--- src/rtl/fsqrt_sched.sv ---
// Two-port credit-based scheduler in front of one shared fixed-latency fsqrt pipeline.
// Optional per-port grant counters are enabled by defining FSQRT_SCHED_PERF_EN.
module fsqrt_sched #(
  parameter int LAT   = 3,
  parameter int DEPTH = 4
) (
  input  logic        clk,
  input  logic        rstn,
  input  logic        req0_valid,
  output logic        req0_ready,
  input  logic [31:0] req0_x,
  input  logic        req1_valid,
  output logic        req1_ready,
  input  logic [31:0] req1_x,
  output logic        rsp0_valid,
  input  logic        rsp0_ready,
  output logic [31:0] rsp0_y,
  output logic        rsp1_valid,
  input  logic        rsp1_ready,
  output logic [31:0] rsp1_y,
  output logic [31:0] sq_x,
  input  logic [31:0] sq_y,
  output logic        busy
`ifdef FSQRT_SCHED_PERF_EN
  ,
  output logic [31:0] issue_cnt0,
  output logic [31:0] issue_cnt1
`endif
);

  localparam int CW = $clog2(DEPTH + 1);
  localparam int PW = (DEPTH > 1) ? $clog2(DEPTH) : 1;
  localparam logic [CW-1:0] CRED_MAX = CW'(DEPTH);
  localparam logic [PW-1:0] PTR_LAST = PW'(DEPTH - 1);

  typedef enum logic {PRIO_P0, PRIO_P1} prio_t;

  prio_t         r_prio;
  prio_t         w_prioNext;
  logic [CW-1:0] r_cred0, r_cred1;
  logic [LAT-1:0] r_pipeV, r_pipeP;
  logic [31:0]   r_fifo0 [DEPTH];
  logic [31:0]   r_fifo1 [DEPTH];
  logic [PW-1:0] r_wr0, r_rd0, r_wr1, r_rd1;
  logic [CW-1:0] r_cnt0, r_cnt1;

  logic w_elig0, w_elig1;
  logic w_grant0, w_grant1;
  logic w_push0, w_push1;
  logic w_pop0, w_pop1;

  function automatic logic [PW-1:0] ptrNext(input logic [PW-1:0] p);
    return (p == PTR_LAST) ? '0 : p + 1'b1;
  endfunction

  function automatic logic [CW-1:0] countNext(input logic [CW-1:0] c,
                                              input logic inc, input logic dec);
    logic [CW-1:0] n;
    n = c;
    case ({inc, dec})
      2'b10:   n = c + 1'b1;
      2'b01:   n = c - 1'b1;
      default: n = c;
    endcase
    return n;
  endfunction

  // Grants are gated by rstn so every output reads 0 while reset is held.
  assign w_elig0  = rstn && req0_valid && (r_cred0 < CRED_MAX);
  assign w_elig1  = rstn && req1_valid && (r_cred1 < CRED_MAX);
  assign w_grant0 = w_elig0 && (!w_elig1 || (r_prio == PRIO_P0));
  assign w_grant1 = w_elig1 && (!w_elig0 || (r_prio == PRIO_P1));

  assign req0_ready = w_grant0;
  assign req1_ready = w_grant1;
  assign sq_x       = w_grant0 ? req0_x : (w_grant1 ? req1_x : 32'h0);

  always_ff @(posedge clk or negedge rstn) begin
    if (!rstn) begin
      r_prio <= PRIO_P0;
    end else begin
      r_prio <= w_prioNext;
    end
  end

  always_comb begin
    w_prioNext = r_prio;
    if (w_grant0) begin
      w_prioNext = PRIO_P1;
    end else if (w_grant1) begin
      w_prioNext = PRIO_P0;
    end
  end

  // Stage k holds an issue k+1 cycles old; the last stage lines up with its sq_y.
  always_ff @(posedge clk or negedge rstn) begin
    if (!rstn) begin
      r_pipeV <= '0;
      r_pipeP <= '0;
    end else begin
      r_pipeV[0] <= w_grant0 || w_grant1;
      r_pipeP[0] <= w_grant1;
      for (int i = 1; i < LAT; i++) begin
        r_pipeV[i] <= r_pipeV[i-1];
        r_pipeP[i] <= r_pipeP[i-1];
      end
    end
  end

  assign w_push0 = r_pipeV[LAT-1] && !r_pipeP[LAT-1];
  assign w_push1 = r_pipeV[LAT-1] &&  r_pipeP[LAT-1];

  assign rsp0_valid = (r_cnt0 != '0);
  assign rsp1_valid = (r_cnt1 != '0);
  assign w_pop0     = rsp0_valid && rsp0_ready;
  assign w_pop1     = rsp1_valid && rsp1_ready;
  assign rsp0_y     = rsp0_valid ? r_fifo0[r_rd0] : 32'h0;
  assign rsp1_y     = rsp1_valid ? r_fifo1[r_rd1] : 32'h0;

  always_ff @(posedge clk) begin
    if (w_push0) begin
      r_fifo0[r_wr0] <= sq_y;
    end
    if (w_push1) begin
      r_fifo1[r_wr1] <= sq_y;
    end
  end

  // Credits cover in-flight plus buffered results, so a push never finds a full FIFO.
  always_ff @(posedge clk or negedge rstn) begin
    if (!rstn) begin
      r_wr0   <= '0;
      r_rd0   <= '0;
      r_wr1   <= '0;
      r_rd1   <= '0;
      r_cnt0  <= '0;
      r_cnt1  <= '0;
      r_cred0 <= '0;
      r_cred1 <= '0;
    end else begin
      if (w_push0) begin
        r_wr0 <= ptrNext(r_wr0);
      end
      if (w_pop0) begin
        r_rd0 <= ptrNext(r_rd0);
      end
      if (w_push1) begin
        r_wr1 <= ptrNext(r_wr1);
      end
      if (w_pop1) begin
        r_rd1 <= ptrNext(r_rd1);
      end
      r_cnt0  <= countNext(r_cnt0, w_push0, w_pop0);
      r_cnt1  <= countNext(r_cnt1, w_push1, w_pop1);
      r_cred0 <= countNext(r_cred0, w_grant0, w_pop0);
      r_cred1 <= countNext(r_cred1, w_grant1, w_pop1);
    end
  end

  assign busy = (r_cred0 != '0) || (r_cred1 != '0);

`ifdef FSQRT_SCHED_PERF_EN
  always_ff @(posedge clk or negedge rstn) begin
    if (!rstn) begin
      issue_cnt0 <= 32'h0;
      issue_cnt1 <= 32'h0;
    end else begin
      if (w_grant0) begin
        issue_cnt0 <= issue_cnt0 + 32'h1;
      end
      if (w_grant1) begin
        issue_cnt1 <= issue_cnt1 + 32'h1;
      end
    end
  end
`endif

endmodule

--- config.mk ---
export PLATFORM = sky130hd
export DESIGN_NAME = fsqrt_sched
export DESIGN_NICKNAME = d
export VERILOG_FILES = /design/src/rtl/fsqrt_sched.sv
export SDC_FILE = /design/constraint.sdc
export NUM_CORES = 1
export LEC_CHECK = 0
export ABC_AREA = 1
export BUFFER_PORTS_ARGS = -buffer_cell sky130_fd_sc_hd__buf_2
export CAP_MARGIN = 20
export CORE_ASPECT_RATIO = 0.8
export CORE_MARGIN = 3
export CORE_UTILIZATION = 61
export CTS_CLUSTER_DIAMETER = 50
export DETAILED_ROUTE_END_ITERATION = 12
export PLACE_DENSITY_LB_ADDON = 0.15
export SLEW_MARGIN = 5
export SYNTH_ARGS = -nofsm -noshare
export SYNTH_HDL_FRONTEND = slang
export SYNTH_SLANG_ARGS = --single-unit
--- constraint.sdc ---
create_clock -name clk -period 4.2 [get_ports clk]
set_clock_uncertainty 0.1 [all_clocks]
set_input_delay 0.84 -clock clk [delete_from_list [all_inputs] [get_ports clk]]
set_output_delay 0.84 -clock clk [all_outputs]
set_load 0.01 [all_outputs]
Word-level counts from Yosys, hierarchy flattened
Memories as Yosys holds them, arrays and structs flattened.
Cells that the tools add are included.
- register bits: 27
- bits in writable memories: 256
- input bits: 102
- output and inout port bits: 101
- logic and storage cells: 84
- memories kept: 2
- add/sub/neg operators: 12
- $lt $le $gt $ge: 2
- equal/unequal tests: 12
- multiplexer cells: 18
- bitwise gates (word level): 1
- reduce and logical (&&, ||, !) cells: 26
- memory list (name ; depth ; width ; read ports ; clocked after Yosys merged registers in ; wr ports ; RTL line ; RTL):
    r_fifo0 ; 4 ; 32 ; 1 ; 0 ; 1 ; 42 ; logic [31:0] r_fifo0 [DEPTH];
    r_fifo1 ; 4 ; 32 ; 1 ; 0 ; 1 ; 43 ; logic [31:0] r_fifo1 [DEPTH];
- operator list (kind ; number):
    32-bit two-way mux ; 4
    3-bit case mux with 2 select lines ; 4
    2-bit == test, second input constant ; 8
    3-bit by 1-bit adder with 3-bit output, second input constant ; 4
    3-bit nonzero test ; 4
    3-bit by 1-bit subtractor with 3-bit output, second input constant ; 4
    1-bit logical AND ; 10
    2-bit nonzero test ; 5
    2-bit by 1-bit adder with 2-bit output, second input constant ; 4
    2-bit by 1-bit == test with 1-bit output, second input constant ; 4
    2-bit two-way mux ; 4
    3-bit < comparator, second input constant ; 2
    1-bit two-way mux ; 6
    1-bit logical OR ; 4
    1-bit logical NOT ; 3
    1-bit NOT ; 1

Depth between registers and ports, before layout
Gate-level depths: netlist (run 1).
- word-level depth: 7
- depth in mapped cells: 12
- depth with buffers taken out: 12

Worst setup path after synthesis (run 1)
Ideal clock, no wire load.
- path type: reg-to-reg
- start: reg r_wr0[0]
- end: mem r_fifo0[2][0] (enable)
- library setup time: 0.421 ns
- data arrival time: 2.021 ns
- data required time: 3.679 ns
- setup slack: 1.658 ns
- stages on the path, launching flop included: 5
- buffers on the path: 0
- path through: dfrtp_1 > inv_1 > ha_1 > inv_1 > nor2_1
- RTL lines (what ; RTL line ; RTL):
    start, declared ; 44 ; logic [PW-1:0] r_wr0, r_rd0, r_wr1, r_rd1;
    start signal, assigned ; 142 ; r_wr0 <= ptrNext(r_wr0);
    end, declared ; 42 ;
Straight into the memory's write port.

Final worst setup path (run 1)
- start: reg r_rd0[0]
- end: out rsp0_y[12]
- longest elaborated chain between the ends: 2
- ends and longest elaborated chain (what ; RTL line ; RTL):
    start, declared ; 44 ;
    start signal, assigned ; 145 ; r_rd0 <= ptrNext(r_rd0);
    memory 4 x 32 bit ; n/a ;
    32-bit two-way mux ; 117 ; assign rsp0_y = rsp0_valid ? r_fifo0[r_rd0] : 32'h0;
    end, declared ; 17 ; output logic [31:0] rsp0_y,
No other way between the ends.

==> results.md, run 1 <==
- Initial DRC Count: 747
- Critical path arrival: 2.47 ns
- Post-DR wirelength/cell: 16.44 um
- Clock-pin slew on the worst setup and hold paths: approximately 0.060 ns
- Hold Buf Count CTS: 0
- Met3 usage: 3.442%
- Global placer's final weighted congestion: 0.8618
- Die height: 135.5 um
- Post-Synthesis Net Count: 1404
- Leak: 7.130 nW
- Final critical-path share of the clock period: 81.28%
- Worst hold path type: in -> async
- YS warnings: 0
- H-tree levels: 1
- Placed cell areas: between 10000 and 15000 um^2
- Max incr delay on CP: 0.50 ns
- Hold Fails Final Rpt: 0
- Synthesized area: roughly 13000 um^2
- Post-layout instance area: around 15000 um^2
- IO Pins: 203
- Total Routed Length: 29010 um
- Req. time, crit path: between 3 and 4 ns
- DIE AREA: 22750 um^2
- Inserted Clock Buffers: 28
- Worst flop-to-flop path endpoint: r_cred1[2]
- Clock root cell: clkbuf_16
- First-pass GRT wire length: 45470 um
- Max-Cap Viols: 0
- Total iterations of the first detailed-routing run: 5
- Die width: 167.9 um
- Grt peak-use layer: met2
- Grt total ovfl: 0
- Worst r2r src: r_cred0[2]
- Slew headroom: 42.80%
- Status: finished clean
- CP max-delay cell: inv_2
- Syn avg cell area: approximately 10 um^2
- CTS tree: done
- Gr usage total: 25.28%
- #FFs+latches synth: between 200 and 300
- Number of synthesized flops with an enable pin: 256
- Remaining DRCs: 0
- CTS max path bufs: 3
- WS Path Type: reg -> out
- RSZ-0062 raised after global routing: false
- Post-synth ARST share: under 10%
- Crit start category: flip-flop
- # rows: 46
- Area Overhead vs Synth: 17.65%
- Final setup fails: 0
- Critical path peak fanout: 36
- Largest net degree at the start of global routing: 68
- Routing usage on met1: 35.28%
- Antenna diode count: 0
- Crit-path cells: inv_2, buf_4, nand2_1, nand3_1, a21oi_1, buf_2
- Total setup buffers inserted after CTS: 0
- Yosys cell types: 22
- Clock sink total: 283
- Vias: 9204
- Core Area: 20200 um^2
- Initial core utilization: between 60% and 70%
- Final Critical Period: 3.414 ns
- Reg2Reg Setup Slack: 1.44 ns
- CP Capture Type: output pin
- Fin nets: 1600
- Initial antenna violation count: 1
- TNS Setup: 0 ns
- DPL Wire Length: 17340 um
- Layout cells sized above 1: 18.79%
- Mapped Cells: 1284
- Seq/Total Area, Yosys: 65.39%
- Cts repair resizes: 0
- Post-route ant nets: 0
- R2R cell count: 10
- Peak supply drop: roughly 480 uV
- Predominant post-synthesis flop cell: edfxtp_1
- Port Buf Inserts: 202
- Routing usage on met2: 42.63%
- Slew @ Worst Pin: approximately 0.86 ns
- Fmax: 292.9 MHz
- Max-slew violation count: 0
- PwrDens: 636.4 nW/um^2
- Clk Latency, worst-skew pair: 0.53 ns
- Vias in the first global route: 8771
- Vias per Instance: 5.215
per-layer routing:
layer,vias to the layer above,wire length (um)
met5,-,13
li1,4480,-
met4,2,545
met2,336,14100
met1,4336,12310
met3,50,2043
report_power, final:
group | internal (W) | total, W | leakage (nW) | switching [W]
combinational | 0.00122 | 0.00369 | 4.06 | 0.00247
clock | 0.00134 | 0.00236 | 0.428 | 0.00102
sequential | 0.00340 | 0.00353 | 2.64 | 0.000127
Yosys cell counts (4+ instances only):
| cell | instances | area share [%] |
|---|---|---|
| a21oi_1 | 70 | 2.7 |
| buf_1 | 4 | 0.12 |
| buf_2 | 32 | 1.3 |
| buf_4 | 10 | 0.59 |
| clkbuf_1 | 12 | 0.35 |
| dfrtp_1 | 27 | 5.3 |
| edfxtp_1 | 256 | 60 |
| fa_1 | 4 | 0.63 |
| ha_1 | 14 | 1.4 |
| inv_1 | 294 | 8.6 |
| nand2_1 | 328 | 9.6 |
| nand3_1 | 198 | 7.7 |
| nand4_1 | 4 | 0.20 |
| nor2_1 | 10 | 0.29 |
| o21ai_0 | 5 | 0.20 |
| xnor2_1 | 4 | 0.27 |
placed cells by master, fill, tap and decap left out, types with 3 or more instances in the layout:
cell and instances:
xnor2_1 4, ha_1 14, dfrtp_1 25, buf_2 202, clkbuf_16 28, fa_1 4
clkbuf_1 3, buf_4 15, inv_1 294, buf_16 4, nand3_1 198, o21ai_0 5
clkinv_2 8, nor2_4 10, edfxtp_1 256, nand2_1 328, nand4_1 4, clkinv_1 8
buf_12 3, a21oi_1 70
worst max-delay path, delay by kind of cell (launching register included):
| family | cells | cell delay [ns] |
|---|---|---|
| AOI/OAI and AO/OA | 1 | 0.13 |
| buffers and inverters | 3 | 1.13 |
| DFF | 1 | 0.40 |
| and+or+nand+nor | 2 | 0.26 |
metrics by stage:
| step | power, W | hold WS (ns) | setup WS (ns) | instances | utilization (%) |
|---|---|---|---|---|---|
| floorplan | 0.005888 | 0.2312 | 1.658 | 1284 | - |
| global placement | 0.007098 | 0.2334 | 0.9340 | 1707 | 69.35 |
| detailed placement | 0.007227 | 0.2419 | 0.8454 | 1708 | 69.49 |
| CTS | 0.009581 | 0.2462 | 0.8131 | 1759 | 73.78 |
| global route | 0.01014 | 0.2546 | 0.6741 | 1765 | 74.48 |
| finish | 0.009575 | 0.2354 | 0.7863 | 1765 | 74.48 |
logic make-up after synthesis:
family	Yosys count	share of synthesized area [%]
and+or+nand+nor	550	18.41
adders and majority gates	18	1.996
buffers and inverters	354	11.00
xor gates and xnor gates	4	0.2739
DFF	283	65.39
AOI/OAI and AO/OA	75	2.935
final cells by class:
type / count / area, um^2
multi-input cells: 647 / 3080
clock buffers: 31 / 711.9
repair buffers: 224 / 1294
clock inverters: 20 / 153.9
fillers: 1363 / 5155
inverters: 296 / 1111
well taps: 264 / 330.3
flip-flops and latches: 283 / 8366
registers in the layout, summed over array words and instances, names as in the netlist:
signal / count
r_prio: 1
r_cred1: 3
r_rd1: 2
r_cred0: 3
r_fifo1: 128
r_pipeV: 3
r_rd0: 2
r_fifo0: 128
r_cnt0: 3
r_wr0: 2
r_pipeP: 3
r_wr1: 2
r_cnt1: 3
how the worst max path moves through the flow:
stage / startpoint / endpoint / slack (ns) / cells after the start
6_report: r_rd0[0] / rsp0_y[12] / 0.79 / 6
5_1_grt: r_rd0[1] / rsp0_y[27] / 0.67 / 5
4_1_cts: r_rd0[0] / rsp0_y[12] / 0.81 / 6
3_5_place_dp: rstn / r_cred1[2] / 0.85 / 12
3_3_place_gp: rstn / r_cred1[2] / 0.93 / 11
2_1_floorplan: r_wr0[0] / r_fifo0[2][0] / 1.66 / 4
No activity file was read; power rests on OpenSTA's default activity.
==> inputs of run 2 (changes only) <==
--- a/config.mk
+++ b/config.mk
@@ -10,7 +10,7 @@
 export CAP_MARGIN = 20
 export CORE_ASPECT_RATIO = 0.8
 export CORE_MARGIN = 3
-export CORE_UTILIZATION = 61
+export CORE_UTILIZATION = 57
 export CTS_CLUSTER_DIAMETER = 50
 export DETAILED_ROUTE_END_ITERATION = 12
 export PLACE_DENSITY_LB_ADDON = 0.15
==> constraint.sdc (replaced) <==
create_clock -name clk -period 3.2 [get_ports clk]
set_clock_uncertainty 0.1 [all_clocks]
set_input_delay 0.64 -clock clk [delete_from_list [all_inputs] [get_ports clk]]
set_output_delay 0.64 -clock clk [all_outputs]
set_load 0.01 [all_outputs]
==> results.md, run 2 (synthesis results as in run 1) <==
- DPL Wire Length: 17790 um (was 17340 um)
- IO Pins: 203 (unchanged)
- Clock root cell: clkbuf_16 (unchanged)
- Layout cells sized above 1: 18.48% (was 18.79%)
- Core Area: 21800 um^2 (was 20200 um^2)
- Critical path arrival: 2.23 ns (was 2.47 ns)
- Grt total ovfl: 0 (unchanged)
- Vias per Instance: 5.021 (was 5.215)
- TNS Setup: 0 ns (unchanged)
- Hold Buf Count CTS: 0 (unchanged)
- H-tree levels: 1 (unchanged)
- Status: finished clean (unchanged)
- Fin nets: 1604 (was 1600)
- Clock sink total: 283 (unchanged)
- DIE AREA: 24280 um^2 (was 22750 um^2)
- Slew @ Worst Pin: 0.7972 ns (was 0.8570 ns)
- Most frequent cells in the layout: nand2_1 (328), inv_1 (294), edfxtp_1 (256), buf_2 (202), nand3_1 (198) (unchanged)
- Cts repair resizes: 0 (unchanged)
- Fill cells: 1631 (was 1363)
- Register area: 8366 um^2 (unchanged)
- Fmax: 337.1 MHz
- Antenna diode count: 0 (unchanged)
- Post-DR wirelength/cell: 15.74 um (was 16.44 um)
- Hold slack: 0.04827 ns (was 0.2354 ns)
- Clock-pin slew on the worst setup and hold paths: 0.06 ns (about the same)
- Final Critical Period: 2.966 ns
- PwrDens: 827.1 nW/um^2 (was 636.4 nW/um^2)
- Total setup buffers inserted after CTS: 0 (unchanged)
- Total iterations of the first detailed-routing run: 5 (unchanged)
- Slew headroom: 46.85% (was 42.80%)
- Top Registers: r_fifo0: 128 flops, r_fifo1: 128 flops (unchanged)
- Clk Latency, worst-skew pair: 0.52 ns (was 0.53 ns)
- Placed cell areas: 14230 um^2 (was 14040 um^2)
- Gr usage total: 23.22% (was 25.28%)
- CTS max path bufs: 3 (unchanged)
- Leak: 7.118 nW (was 7.130 nW)
- Worst hold path type: in -> async (unchanged)
- Area Overhead vs Synth: 17.78% (was 17.65%)
- Total Routed Length: 28400 um (was 29010 um)
- Multi-input gate area: 3080 um^2 (unchanged)
- Reg2Reg Setup Slack: 0.92 ns (was 1.44 ns)
- Commonest non-fill, non-tap cell in the layout: nand2_1 (unchanged)
- RSZ-0062 raised after global routing: false (unchanged)
- WS Path Type: reg -> out (unchanged)
- Req. time, crit path: 2.46 ns (was 3.26 ns)
- Initial antenna violation count: 0 (was 1)
- Crit start category: flip-flop (unchanged)
- First-pass GRT wire length: 45550 um (was 45470 um)
- CP Capture Type: output pin (unchanged)
- Largest net degree at the start of global routing: 68 (unchanged)
- Die height: 140.0 um (was 135.5 um)
- Global placer's final weighted congestion: 0.7958 (was 0.8618)
- CTS tree: done (unchanged)
- Initial DRC Count: 704 (was 747)
- Port Buf Inserts: 202 (unchanged)
- Hold Fails Final Rpt: 0 (unchanged)
- Remaining DRCs: 0 (unchanged)
- Initial core utilization: 58.67% (was 63.31%)
- Final critical-path share of the clock period: between 90% and 100%
- Post-route ant nets: 0 (unchanged)
- Vias in the first global route: 8814 (was 8771)
- Post-layout instance area: 15060 um^2 (was 15050 um^2)
- Inserted Clock Buffers: 28 (unchanged)
- Peak supply drop: 644.2 uV (was 484.4 uV)
- Max-slew violation count: 0 (unchanged)
- Final setup fails: 0 (unchanged)
- # rows: 48 (was 46)
- Max-Cap Viols: 0 (unchanged)
- Final design utilization: 69.09% (was 74.48%)
- Vias: 9058 (was 9204)
- Die width: 173.5 um (was 167.9 um)
- Critical path peak fanout: 37 (was 36)
## run 2: area by class of cell
class | count | area share [%]
flip-flops and latches | 283 | 55.54
multi-input cells | 647 | 20.45
repair buffers | 228 | 8.589
inverters | 296 | 7.376
clock buffers | 43 | 5.167
well taps | 300 | 2.492
clock inverters | 7 | 0.3904
## run 2: where the power goes
group	internal, W	switching, W
Sequential	0.00447	0.000225
Combinational	0.00164	0.00310
Clock	0.00175	0.00128
## run 2: stage by stage
step	instances	total power, W	setup WS, ns
floorplan	1284	0.007728	0.6578
global placement	1754	0.009412	0.8100
detailed placement	1754	0.009531	0.7974
CTS	1804	0.01256	0.2492
global route	1804	0.01328	0.07598
finish	1804	0.01246	0.2338
## run 2: per-layer routing
metal | part of all wire [%] | global-route usage [%]
met1 | 44 | 32.88
met2 | 48 | 38.76
met3 | 6.4 | 3.388
met4 | 1.6 | 5.160
met5 | 0 | 0
## run 2: critical path: stages, from the launching register on
cell and delay, ns:
dfrtp_2 0.72, inv_2 0.07, buf_4 0.28, nand2_1 0.11, nand3_1 0.07, a21oi_1 0.25, buf_2 0.19
## run 2: worst paths after layout
kind | start | end | cells past startpoint
max | r_rd0[0] | rsp0_y[5] | 6
min | rstn | r_cnt0[2] | 2
max reg2reg | r_cnt1[0] | r_cred1[2] | 9
min reg2reg | r_pipeV[1] | r_pipeV[2] | 0
max in group asynchronous | rstn | r_rd0[0] | 2
min in group clk | r_pipeV[1] | r_pipeV[2] | 0
==> inputs of run 3 (changes only) <==
--- a/config.mk
+++ b/config.mk
@@ -10,9 +10,10 @@
 export CAP_MARGIN = 20
 export CORE_ASPECT_RATIO = 0.8
 export CORE_MARGIN = 3
-export CORE_UTILIZATION = 57
+export CORE_UTILIZATION = 45
 export CTS_CLUSTER_DIAMETER = 50
 export DETAILED_ROUTE_END_ITERATION = 12
+export GPL_TIMING_DRIVEN = 0
 export PLACE_DENSITY_LB_ADDON = 0.15
 export SLEW_MARGIN = 5
 export SYNTH_ARGS = -nofsm -noshare
==> constraint.sdc (replaced) <==
create_clock -name clk -period 3.25 [get_ports clk]
set_clock_uncertainty 0.1 [all_clocks]
set_input_delay 0.65 -clock clk [delete_from_list [all_inputs] [get_ports clk]]
set_output_delay 0.65 -clock clk [all_outputs]
set_load 0.01 [all_outputs]
==> results.md, run 3 (synthesis results as in run 1) <==
- Met3 usage: 3.078% (was 3.388%)
- Vias per Instance: 4.808 (was 5.021)
- Core Area: 27630 um^2 (was 21800 um^2)
- Initial antenna violation count: 1 (was 0)
- Port Buf Inserts: 202 (unchanged)
- Critical path peak fanout: 29 (was 37)
- RSZ-0062 raised after global routing: false (unchanged)
- Commonest non-fill, non-tap cell in the layout: nand2_1 (unchanged)
- CP max-delay cell: buf_2 (was dfrtp_2)
- Hold slack: 0.04204 ns (was 0.04827 ns)
- Fmax: 332.2 MHz
- Placed cell areas: 14510 um^2 (was 14230 um^2)
- CP dominant cell by count: buf_2
- # rows: 54 (was 48)
- Slew @ Worst Pin: 0.7200 ns (was 0.7972 ns)
- Pre-CTS setup slack: 0.1674 ns (was 0.7974 ns)
- Top Registers: r_fifo0: 128 flops, r_fifo1: 128 flops (unchanged)
- Req. time, crit path: 2.50 ns (was 2.46 ns)
- Vias: 9183 (was 9058)
- Clk Latency, worst-skew pair: 0.54 ns (was 0.52 ns)
- Die height: 156.8 um (was 140.0 um)
- Worst setup margin: 0.2399 ns (was 0.2338 ns)
- Largest net degree at the start of global routing: 30 (was 68)
- Peak supply drop: 493.4 uV (was 644.2 uV)
- WS Path Type: in -> out (was reg -> out)
- DIE AREA: 30490 um^2 (was 24280 um^2)
- Vias in the first global route: 8904 (was 8814)
- Grt peak-use layer: met2 (unchanged)
- Post-route ant nets: 0 (unchanged)
- Clock-pin slew on the worst setup and hold paths: 0.06 ns (about the same)
- Layout cells sized above 1: 20.12% (was 18.48%)
- Worst hold path type: in -> async (unchanged)
- Clock sink total: 283 (unchanged)
- Gr usage total: 20.78% (was 23.22%)
- Area Overhead vs Synth: 20.11% (was 17.78%)
- Max incr delay on CP: 0.52 ns (was 0.72 ns)
- IO Pins: 203 (unchanged)
- Status: finished clean (unchanged)
- Leak: 7.258 nW (was 7.118 nW)
- Post-DR wirelength/cell: 16.73 um (was 15.74 um)
- Grt total ovfl: 0 (unchanged)
- CTS max path bufs: 3 (unchanged)
- Die width: 194.5 um (was 173.5 um)
- Initial core utilization: 46.28% (was 58.67%)
- Max-slew violation count: 0 (unchanged)
- Fin nets: 1645 (was 1604)
- Final Critical Period: 3.010 ns
- Crit start category: primary input (was flip-flop)
- Routing usage on met1: 29.67% (was 32.88%)
- Most frequent cells in the layout: nand2_1 (328), inv_1 (294), edfxtp_1 (256), buf_2 (234), nand3_1 (198) (was nand2_1 (328), inv_1 (294), edfxtp_1 (256), buf_2 (202), nand3_1 (198))
- Slew headroom: 52.00% (was 46.85%)
- TNS Setup: 0 ns (unchanged)
- Inserted Clock Buffers: 29 (was 28)
- Buf+Inv Stages, Crit Path: 3 (unchanged)
- Routing usage on met2: 34.44% (was 38.76%)
- Max-Cap Viols: 0 (unchanged)
- Crit-path cells: buf_2, nand2_1, nor2_4, nand2_2, buf_2, nand3_1, nand2_1, buf_2 (was inv_2, buf_4, nand2_1, nand3_1, a21oi_1, buf_2)
- Total iterations of the first detailed-routing run: 7 (was 5)
- Top delay family on crit path: buffers and inverters (was flip-flops)
- Antenna diode count: 0 (unchanged)
- Global placer's final weighted congestion: 0.7925 (was 0.7958)
- Final Total Pwr: 0.01267 W (was 0.01246 W)
- Cts repair resizes: 0 (unchanged)
- Hold Buf Count CTS: 0 (unchanged)
- Initial DRC Count: 640 (was 704)
- CTS tree: done (unchanged)
- CP Capture Type: output pin (unchanged)
- H-tree levels: 1 (unchanged)
- First-pass GRT wire length: 49420 um (was 45550 um)
- Critical path arrival: 2.26 ns (was 2.23 ns)
- Final critical-path share of the clock period: 92.62%
- Hold Fails Final Rpt: 0 (unchanged)
- Final setup fails: 0 (unchanged)
- Total setup buffers inserted after CTS: 0 (unchanged)
- Clock root cell: clkbuf_16 (unchanged)
- DPL Wire Length: 21660 um (was 17790 um)
- Total Routed Length: 31960 um (was 28400 um)
- PwrDens: 825.0 nW/um^2 (was 827.1 nW/um^2)
- Remaining DRCs: 0 (unchanged)
- Post-layout instance area: 15360 um^2 (was 15060 um^2)
[run 3: cell types whose count changed in the layout (fill, tap and decap cells not counted), moves of 3 or more]
cell,delta
buf_1,+4
buf_12,-3
buf_16,+4
buf_2,+32
buf_4,-9
clkbuf_1,+4
clkinv_2,+7
[run 3: path summary, 6_finish.rpt]
path / from / end / slack (ns) / cells past startpoint
min in group clk: r_pipeV[1] / r_pipeV[2] / 0.25 / 0
setup / recovery: rstn / sq_x[26] / 0.24 / 8
max in group asynchronous: rstn / r_cnt0[2] / 2.57 / 1
hold reg to reg: r_pipeV[1] / r_pipeV[2] / 0.25 / 0
hold / removal: rstn / r_cred0[0] / 0.04 / 1
setup reg to reg: r_cnt0[0] / r_cred0[2] / 0.96 / 9
[run 3: metrics by stage]
step	utilization (%)	cells
6_report	55.59	1910
5_1_grt	55.59	1910
4_1_cts	55.59	1910
3_5_place_dp	52.49	1858
3_3_place_gp	51.59	1850
2_1_floorplan	-	1284
[run 3: layout make-up]
class                           count  area [um^2]
Buffer                             58        295.3
Clock buffer                       38        783.3
Clock inverter                     14        72.57
Fill cell                        2417        12270
Inverter                          296         1111
Multi-Input combinational cell    647         3080
Sequential cell                   283         8363
Tap cell                          364        455.4
Timing Repair Buffer              210         1201
[run 3: where the power goes]
group / leakage, nW / internal, W / switching, W
Sequential: 2.64 / 0.00440 / 0.000182
Clock: 0.424 / 0.00169 / 0.00133
Combinational: 4.19 / 0.00170 / 0.00338
Total: 7.26 / 0.00779 / 0.00489
[run 3: per-layer routing]
| metal | vias to the layer above | part of all wire, % |
|---|---|---|
| met3 | 40 | 5.7 |
| met2 | 240 | 47 |
| met1 | 4327 | 46 |
| li1 | 4574 | - |
| met5 | - | 0.041 |
| met4 | 2 | 1.6 |
